==> src/rtl/clk_div_pkg.sv <==
// Shared constants and capture-time clamping for the programmable clock-enable divider.
package clk_div_pkg;

  localparam int DEF_WIDTH = 8;
  localparam int DEF_DIV   = 18;
  localparam int DEF_HIGH  = 9;

  typedef struct packed {
    logic [31:0] div;
    logic [31:0] high;
  } div_cfg_t;

  // A period shorter than 2 cannot hold both a high and a low slot; high time never exceeds the period.
  function automatic div_cfg_t clamp_cfg(input logic [31:0] div, input logic [31:0] high);
    div_cfg_t c;
    c.div  = (div < 32'd2) ? 32'd2 : div;
    c.high = (high > c.div) ? c.div : high;
    return c;
  endfunction

endpackage

==> src/rtl/clk_div_shadow.sv <==
// Shadow divisor/high-time registers, pending flag, and the period-boundary apply/ack logic.
module clk_div_shadow
  import clk_div_pkg::*;
#(
  parameter int WIDTH        = DEF_WIDTH,
  parameter int DEFAULT_DIV  = DEF_DIV,
  parameter int DEFAULT_HIGH = DEF_HIGH
) (
  input  logic             clk,
  input  logic             rst,
  input  logic             load,
  input  logic [WIDTH-1:0] div_in,
  input  logic [WIDTH-1:0] high_in,
  input  logic             boundary,
  output logic [WIDTH-1:0] div_act,
  output logic [WIDTH-1:0] high_act,
  output logic [WIDTH-1:0] high_nxt,
  output logic             ack
);

  logic [WIDTH-1:0] div_sh_q, div_sh_d;
  logic [WIDTH-1:0] high_sh_q, high_sh_d;
  logic [WIDTH-1:0] div_act_q, div_act_d;
  logic [WIDTH-1:0] high_act_q, high_act_d;
  logic             pending_q, pending_d;
  logic             ack_q, ack_d;
  logic             apply;
  div_cfg_t         cfg;

  // A load landing on the same edge as an apply stays pending for the following boundary.
  always_comb begin
    cfg        = clamp_cfg(32'(div_in), 32'(high_in));
    apply      = boundary && pending_q;
    div_sh_d   = div_sh_q;
    high_sh_d  = high_sh_q;
    div_act_d  = div_act_q;
    high_act_d = high_act_q;
    pending_d  = pending_q && !apply;
    ack_d      = apply;
    if (apply) begin
      div_act_d  = div_sh_q;
      high_act_d = high_sh_q;
    end
    if (load) begin
      div_sh_d  = WIDTH'(cfg.div);
      high_sh_d = WIDTH'(cfg.high);
      pending_d = 1'b1;
    end
  end

  always_ff @(posedge clk) begin
    div_sh_q  <= div_sh_d;
    high_sh_q <= high_sh_d;
    if (rst) begin
      div_act_q  <= WIDTH'(DEFAULT_DIV);
      high_act_q <= WIDTH'(DEFAULT_HIGH);
      pending_q  <= 1'b0;
      ack_q      <= 1'b0;
    end else begin
      div_act_q  <= div_act_d;
      high_act_q <= high_act_d;
      pending_q  <= pending_d;
      ack_q      <= ack_d;
    end
  end

  assign div_act  = div_act_q;
  assign high_act = high_act_q;
  assign high_nxt = high_act_d;
  assign ack      = ack_q;

endmodule

==> src/rtl/clk_div_prog.sv <==
// Programmable clock-enable divider: slot counter, registered divided level and edge strobes.
module clk_div_prog
  import clk_div_pkg::*;
#(
  parameter int WIDTH        = DEF_WIDTH,
  parameter int DEFAULT_DIV  = DEF_DIV,
  parameter int DEFAULT_HIGH = DEF_HIGH
) (
  input  logic             clkI,
  input  logic             rstI,
  input  logic             enI,
  input  logic [WIDTH-1:0] divI,
  input  logic [WIDTH-1:0] highI,
  input  logic             loadI,
  output logic             loadAckO,
  output logic             clkO,
  output logic             riseO,
  output logic             fallO,
  output logic [WIDTH-1:0] cntO
);

  logic             run_q, run_d;
  logic [WIDTH-1:0] cnt_q, cnt_d;
  logic             clk_q, clk_d;
  logic             rise_q, rise_d;
  logic             fall_q, fall_d;
  logic             wrap;
  logic             boundary;
  logic [WIDTH-1:0] div_act;
  logic [WIDTH-1:0] high_act;
  logic [WIDTH-1:0] high_nxt;

  clk_div_shadow #(
    .WIDTH        (WIDTH),
    .DEFAULT_DIV  (DEFAULT_DIV),
    .DEFAULT_HIGH (DEFAULT_HIGH)
  ) u_shadow (
    .clk      (clkI),
    .rst      (rstI),
    .load     (loadI),
    .div_in   (divI),
    .high_in  (highI),
    .boundary (boundary),
    .div_act  (div_act),
    .high_act (high_act),
    .high_nxt (high_nxt),
    .ack      (loadAckO)
  );

  // The output level is derived from next-state values so clkO, cntO and the strobes share one edge.
  always_comb begin
    wrap     = (cnt_q == div_act - WIDTH'(1));
    boundary = enI && (!run_q || wrap);
    run_d    = run_q;
    cnt_d    = cnt_q;
    if (enI) begin
      run_d = 1'b1;
      cnt_d = boundary ? '0 : cnt_q + WIDTH'(1);
    end
    clk_d  = run_d && (cnt_d < high_nxt);
    rise_d = clk_d && !clk_q;
    fall_d = !clk_d && clk_q;
  end

  always_ff @(posedge clkI) begin
    if (rstI) begin
      run_q  <= 1'b0;
      cnt_q  <= '0;
      clk_q  <= 1'b0;
      rise_q <= 1'b0;
      fall_q <= 1'b0;
    end else begin
      run_q  <= run_d;
      cnt_q  <= cnt_d;
      clk_q  <= clk_d;
      rise_q <= rise_d;
      fall_q <= fall_d;
    end
  end

  assign clkO  = clk_q;
  assign riseO = rise_q;
  assign fallO = fall_q;
  assign cntO  = cnt_q;

endmodule

==> config.mk <==
export PLATFORM = sky130hd
export DESIGN_NAME = clk_div_prog
export DESIGN_NICKNAME = d
export VERILOG_FILES = /design/src/rtl/clk_div_pkg.sv /design/src/rtl/clk_div_shadow.sv /design/src/rtl/clk_div_prog.sv
export SDC_FILE = /design/constraint.sdc
export NUM_CORES = 1
export LEC_CHECK = 0
export CAP_MARGIN = 20
export CORE_MARGIN = 4
export CORE_UTILIZATION = 43
export CTS_BUF_LIST = sky130_fd_sc_hd__clkbuf_2
export DETAILED_ROUTE_END_ITERATION = 10
export PLACE_DENSITY_LB_ADDON = 0.15
export SYNTH_ARGS = -nofsm -noshare
export SYNTH_HDL_FRONTEND = slang
export SYNTH_SLANG_ARGS = --single-unit
==> constraint.sdc <==
create_clock -name clkI -period 4.55 [get_ports clkI]
set_input_delay 0.91 -clock clkI [delete_from_list [all_inputs] [get_ports clkI]]
set_output_delay 0.91 -clock clkI [all_outputs]
set_load 0.005 [all_outputs]
==> flow_summary_export.csv, run 1 <==
group,metric,value,unit
sta,min_period,4094,ps
min_path,hold_class,"reg2reg",
synthesis,ys_seq_elements,46,
run,max_cap_violations,0,
routing,via_per_inst,5.263,
finish,stdcell_count,372,
synthesis,synth_ff_type,"dfxtp_1",
setup_path,critPathLaunchType,"flip-flop",
finish,layout_common_cells,"31 x clkdlybuf4s50_1, 30 x dfxtp_1, 28 x nand2b_1",
routing,route.final.wire_length,5187,um
power,ir_worst_vdd,0.0001013,V
grt,grt_overflow,0,
routing,num_vias,1958,
synthesis,synth_cell_types,44,
sta,period_share,89.98,%
routing,drt_iter0_drc,86,
sta,finalSetupTns,0,ps
sta,rsz0062_at_grt,"false",
placement,hpwl,4032,um
cts,numCtsBuffers,5,
cts,cts_setup_buffers,0,
sta,holdWs,452.9,ps
power,leakage,1.164,nW
cts,cts-htree-levels,2,
placement,dp_cells,364,
grt,grt_antenna_before_repair,0,
synthesis,syn_avg_cell_area,9.782,um^2
setup_path,arrival,4480,ps
power,power_density,261.4,nW/um^2
cts,root_buffer,"clkbuf_2",
cts,clk_latency,440,ps
floorplan,core-area,5921,um^2
finish,insertedDiodeCount,0,
synthesis,netlist_instances,269,
setup_path,crit_path_cell_trace,"inv_1 -> ha_1 -> xor2_1 -> o211ai_1 -> a211o_1 -> a211oi_2 -> a21boi_2 -> nor2_2 -> buf_4 -> mux2i_1 -> ha_1 -> nand2_1 -> nor2_1 -> a2111oi_0 -> buf_4 -> nand4_1 -> mux2_2 -> a211oi_1",
floorplan,die_area,7435,um^2
finish,mostFrequentLayoutCell,"clkdlybuf4s50_1",
synthesis,ys_async_sr_fraction,0,%
routing,drc_errors,0,
power,power,0.0007964,W
setup_path,cp_slowest_stage_delay,490,ps
placement,port_buffers,31,
synthesis,synthesis.nets,306,
finish,num-nets-final,333,
setup_path,critPathCaptureType,"flip-flop",
floorplan,dieHeight,86.23,um
floorplan,initial_utilization,44.44,%
floorplan,pin_count,32,
cts,cts.clk_slew.worst_paths,250,ps
synthesis,synth_edf_count,16,
grt,grt_util_all_layers,15.19,%
finish,area_delta_synth_final,15.79,%
cts,cts_hold_buf,0,
placement,place_congestion,0.8260,
cts,clockBufferDepth,2,
status,status,"complete, no violations",
setup_path,crit_type,"reg2reg",
routing,ant_nets,0,
setup_path,crit_path_max_fanout,9,
setup_path,critPathSlowestCell,"dfxtp_1",
synthesis,synth_area,2631,um^2
cts,clock-sinks,46,
floorplan,std_cell_rows,28,
setup_path,timing.reg2reg.setup_slack,460,ps
sta,finalHoldViolCount,0,
cts,cts_tree,"yes",
finish,fillCellCount,547,
cts,cts_resized,0,
setup_path,critPathRequiredTime,4940,ps
grt,grt_pass1_vias,1924,
sta,fmax,244.3,MHz
synthesis,ys_seq_area_share,41.08,%
sta,final.setup_skew,19.03,ps
synthesis,yosys_warnings,0,
grt,grt_max_degree,26,
grt,grt_pass1_wl,8963,um
sta,slew_headroom,56.18,%
floorplan,die_x,86.23,um
sta,setup_viol,0,
routing,drt_first_pass_iters,4,
finish,drive_above_1_share,8.754,%
sta,tightestPinTransition,655.2,ps
sta,slew_viol_final,0,
routing,post_drt_wl_per_cell,13.94,um
[critical path, delay by kind of cell (launching register included)]
kind | cells | cell delay, ps
simple gates | 4 | 430
fa+ha+maj | 2 | 580
xor+xnor | 1 | 140
mux | 2 | 550
flops | 1 | 490
compound gates | 6 | 1300
buf+inv | 3 | 540
[metrics by stage]
| stage | utilization (%) | cell area (um^2) | worst slack [ps] |
|---|---|---|---|
| after detailed placement | 50.70 | 3002 | 452.0 |
| after floorplan | - | 2631 | 867.6 |
| after global placement | 50.70 | 3002 | 438.5 |
| final | 51.46 | 3047 | 455.9 |
| after global routing | 51.46 | 3047 | 79.17 |
| after CTS | 51.46 | 3047 | 394.9 |
[per-layer routing]
layer | vias up | track usage [%] | part of all wire, %
met5 | - | 0 | 0
met4 | 0 | 4.816 | 1.8
met3 | 8 | 3.042 | 3.9
met2 | 37 | 26.00 | 48
met1 | 903 | 19.25 | 46
li1 | 1010 | - | -
[registers in the layout (all words and copies together), names as in the netlist]
signal and count:
riseO 1, u_shadow.div_act 8, u_shadow.div_sh_q 8, u_shadow.high_act 8
u_shadow.ack 1, run_q 1, u_shadow.pending_q 1, u_shadow.high_sh_q 8
fallO 1, cntO 8, clkO 1
[area by class of cell]
cell class                 count  area [um^2]  share of cell area (%)
inverter                      12        45.04                   1.478
tap                           75        93.84                   3.080
sequential                    46         1081                   35.48
timing repair buffer          37        355.3                   11.66
clock buffer                   5        25.02                  0.8214
multi-input combinational    194         1426                   46.82
clock inverter                 3        20.02                  0.6571
[where the power goes]
group          switching [W]  leakage (nW)  internal (W)
Clock               0.000139        0.0270     0.0000380
Combinational      0.0000681         0.735     0.0000774
Sequential         0.0000181         0.401      0.000455
Total               0.000226          1.16      0.000571
[worst paths after layout]
check | cells past startpoint | from | end
max | 18 | u_shadow.div_act[0]$_SDFFE_PP0N_ | riseO$_SDFF_PP0_
min | 1 | clkO$_SDFF_PP0_ | riseO$_SDFF_PP0_
max reg2reg | 18 | u_shadow.div_act[0]$_SDFFE_PP0N_ | riseO$_SDFF_PP0_
min reg2reg | 1 | clkO$_SDFF_PP0_ | riseO$_SDFF_PP0_
[cell families (layout without fill, tap and decap cells)]
family	Yosys count	in the layout	synth area share, %
and+or+nand+nor	94	94	20.02
DFF	46	46	41.08
adders and majority gates	17	17	8.084
buffers and inverters	29	57	4.707
muxes	26	26	10.32
xor gates and xnor gates	14	14	4.660
AOI/OAI and AO/OA	43	43	11.13
[synth_stat cells, types with 2 or more instances]
cell	instances	area [um^2]
dfxtp_1	30	600.6
nand2b_1	28	175.2
ha_1	17	212.7
mux2i_1	17	170.2
edfxtp_1	16	480.5
clkbuf_1	14	52.55
inv_1	12	45.04
nand2_1	12	45.04
nand3_1	12	60.06
nor2_1	12	45.04
a21oi_1	11	55.05
mux2_2	9	101.4
xnor2_1	9	78.83
nor3_1	8	40.04
o21ai_0	8	40.04
o21a_1	7	52.55
a211o_1	5	43.79
xor2_1	5	43.79
nand3b_1	4	30.03
nand4_1	3	18.77
nor4_1	3	18.77
a21o_1	2	15.01
buf_4	2	15.01
nor2b_1	2	12.51
o31ai_1	2	15.01
Power figures use the tool's default switching activity.
==> inputs of run 2 (changes only) <==
- clock period: 4.55 -> 3.3 ns (I/O delays scaled with it)
==> run 2 against run 1 <==
The flow now finishes with violations (negative setup slack). Core utilization up 7.1 points. Die area unchanged. Clock power up 35%. Critical path type unchanged.
==> flow_summary_export.csv, run 2 (synthesized netlist as in run 1, its figures left out) <==
group,metric,value,unit
status,status,"finished with violations",
status,violations,"negative setup slack",
grt,grt_pass1_wl,9549,um
finish,post-route-util,58.54,%
cts,numCtsBuffers,5,
floorplan,core-area,5921,um^2
setup_path,crit_type,"reg2reg",
cts,clk_latency,420,ps
grt,grt_antenna_before_repair,0,
routing,post_drt_wl_per_cell,13.75,um
sta,min_period,3385,ps
routing,route.final.wire_length,5680,um
routing,num_vias,2121,
placement,pre_cts_ws,-194.7,ps
floorplan,std_cell_rows,28,
sta,setup_viol,3,
finish,mostFrequentLayoutCell,"buf_4",
placement,port_buffers,31,
floorplan,die_area,7435,um^2
floorplan,dieHeight,86.23,um
grt,grt_max_degree,23,
setup_path,critPathLaunchType,"flip-flop",
power,ir_worst_vdd,0.0001708,V
grt,busiest_layer,"met2",
sta,period_share,102.6,%
finish,drive_above_1_share,26.04,%
sta,slew_viol_final,0,
finish,area_delta_synth_final,31.72,%
setup_path,crit_path_max_fanout,7,
floorplan,pin_count,32,
grt,met2_usage,27.54,%
placement,hpwl,4540,um
sta,tightestPinTransition,716.7,ps
power,power,0.001144,W
sta,fmax,295.4,MHz
grt,grt_overflow,0,
sta,finalHoldViolCount,0,
routing,via_per_inst,5.136,
sta,slew_headroom,52.07,%
routing,drt_first_pass_iters,4,
floorplan,die_x,86.23,um
floorplan,initial_utilization,44.44,%
finish,fillCellCount,522,
power,power_density,330.2,nW/um^2
power,leakage,1.395,nW
cts,cts-htree-levels,2,
setup_path,timing.reg2reg.setup_slack,-80,ps
min_path,hold_class,"reg2reg",
routing,drc_errors,0,
finish,insertedDiodeCount,0,
placement,place_congestion,0.8716,
setup_path,critPathRequiredTime,3670,ps
cts,root_buffer,"clkbuf_2",
routing,ant_nets,0,
setup_path,arrival,3760,ps
sta,finalSetupTns,-173.7,ps
sta,fin_ws,-84.84,ps
grt,grt_util_all_layers,16.14,%
cts,cts_tree,"yes",
grt,grt_use_met3,3.137,%
cts,cts.clk_slew.worst_paths,240,ps
finish,layout_common_cells,"46 x buf_4, 31 x clkdlybuf4s50_1, 28 x nand2b_1",
finish,num-nets-final,374,
grt,use_met1,20.98,%
run,max_cap_violations,0,
cts,clockBufferDepth,2,
cts,clock-sinks,46,
setup_path,critPathCaptureType,"flip-flop",
grt,grt_pass1_vias,2059,
cts,cts_hold_buf,0,
sta,rsz0062_at_grt,"true",
sta,final.setup_skew,10.72,ps
routing,drt_iter0_drc,71,
## run 2: changes by cell type in the layout (fill, tap and decap cells not counted), moves of 2 or more
cell     change
inv_2        +2
xnor2_2      +2
xnor2_1      -2
a21oi_2      +2
dfxtp_2      +5
nor4_1       -2
dfxtp_1      -5
inv_1        -2
a21oi_1      -2
buf_4       +40
## run 2: what timing repair did
item	CTS	global route
pin swaps	1	3
buffers inserted	2	1
gates resized for setup	4	14
setup endpoints to repair	3	3
## run 2: layer usage
layer  wire (um)  up-vias
li1            -     1087
met1        2680      982
met2        2708       44
met3         197        8
met4          94        0
met5           0        -
## run 2: power by group
| part | leakage, nW | switching (W) | internal (W) |
|---|---|---|---|
| registers | 0.402 | 0.0000217 | 0.000628 |
| clock network | 0.0252 | 0.000186 | 0.0000546 |
| logic | 0.968 | 0.000113 | 0.000141 |
| total | 1.39 | 0.000320 | 0.000824 |
## run 2: metrics by stage
step                std cells  cell area, um^2  hold slack (ps)
global route              413             3466            505.6
detailed placement        402             3324            440.9
floorplan                 269             2675            428.2
global placement          402             3324            426.4
CTS                       412             3393            482.5
finish                    413             3466            479.8
## run 2: cell type report
class | count | area (um^2) | share of cell area (%)
multi-input combinational | 194 | 1528 | 44.08
sequential | 46 | 1087 | 31.37
timing repair buffer | 78 | 666.9 | 19.24
tap | 75 | 93.84 | 2.708
inverter | 12 | 45.04 | 1.300
clock buffer | 6 | 30.03 | 0.8664
clock inverter | 2 | 15.01 | 0.4332
## run 2: path summary, 6_finish.rpt
kind | start | endpoint | cells past startpoint
worst max-delay path | u_shadow.div_act[0]$_SDFFE_PP0N_ | riseO$_SDFF_PP0_ | 17
worst min-delay path | clkO$_SDFF_PP0_ | riseO$_SDFF_PP0_ | 1
worst max register to register | u_shadow.div_act[0]$_SDFFE_PP0N_ | riseO$_SDFF_PP0_ | 17
worst min register to register | clkO$_SDFF_PP0_ | riseO$_SDFF_PP0_ | 1
## run 2: worst max-delay path, cell delays in order (launching register included)
cell	delay, ps
dfxtp_2	390
inv_2	50
ha_4	260
xor2_1	140
o211ai_1	90
a211o_1	240
a211oi_2	220
a21boi_2	120
nor2_2	110
buf_6	130
mux2i_1	190
ha_1	280
a21oi_2	160
nor2_2	60
a2111oi_4	250
nand4_1	120
mux2_4	300
a211oi_2	210
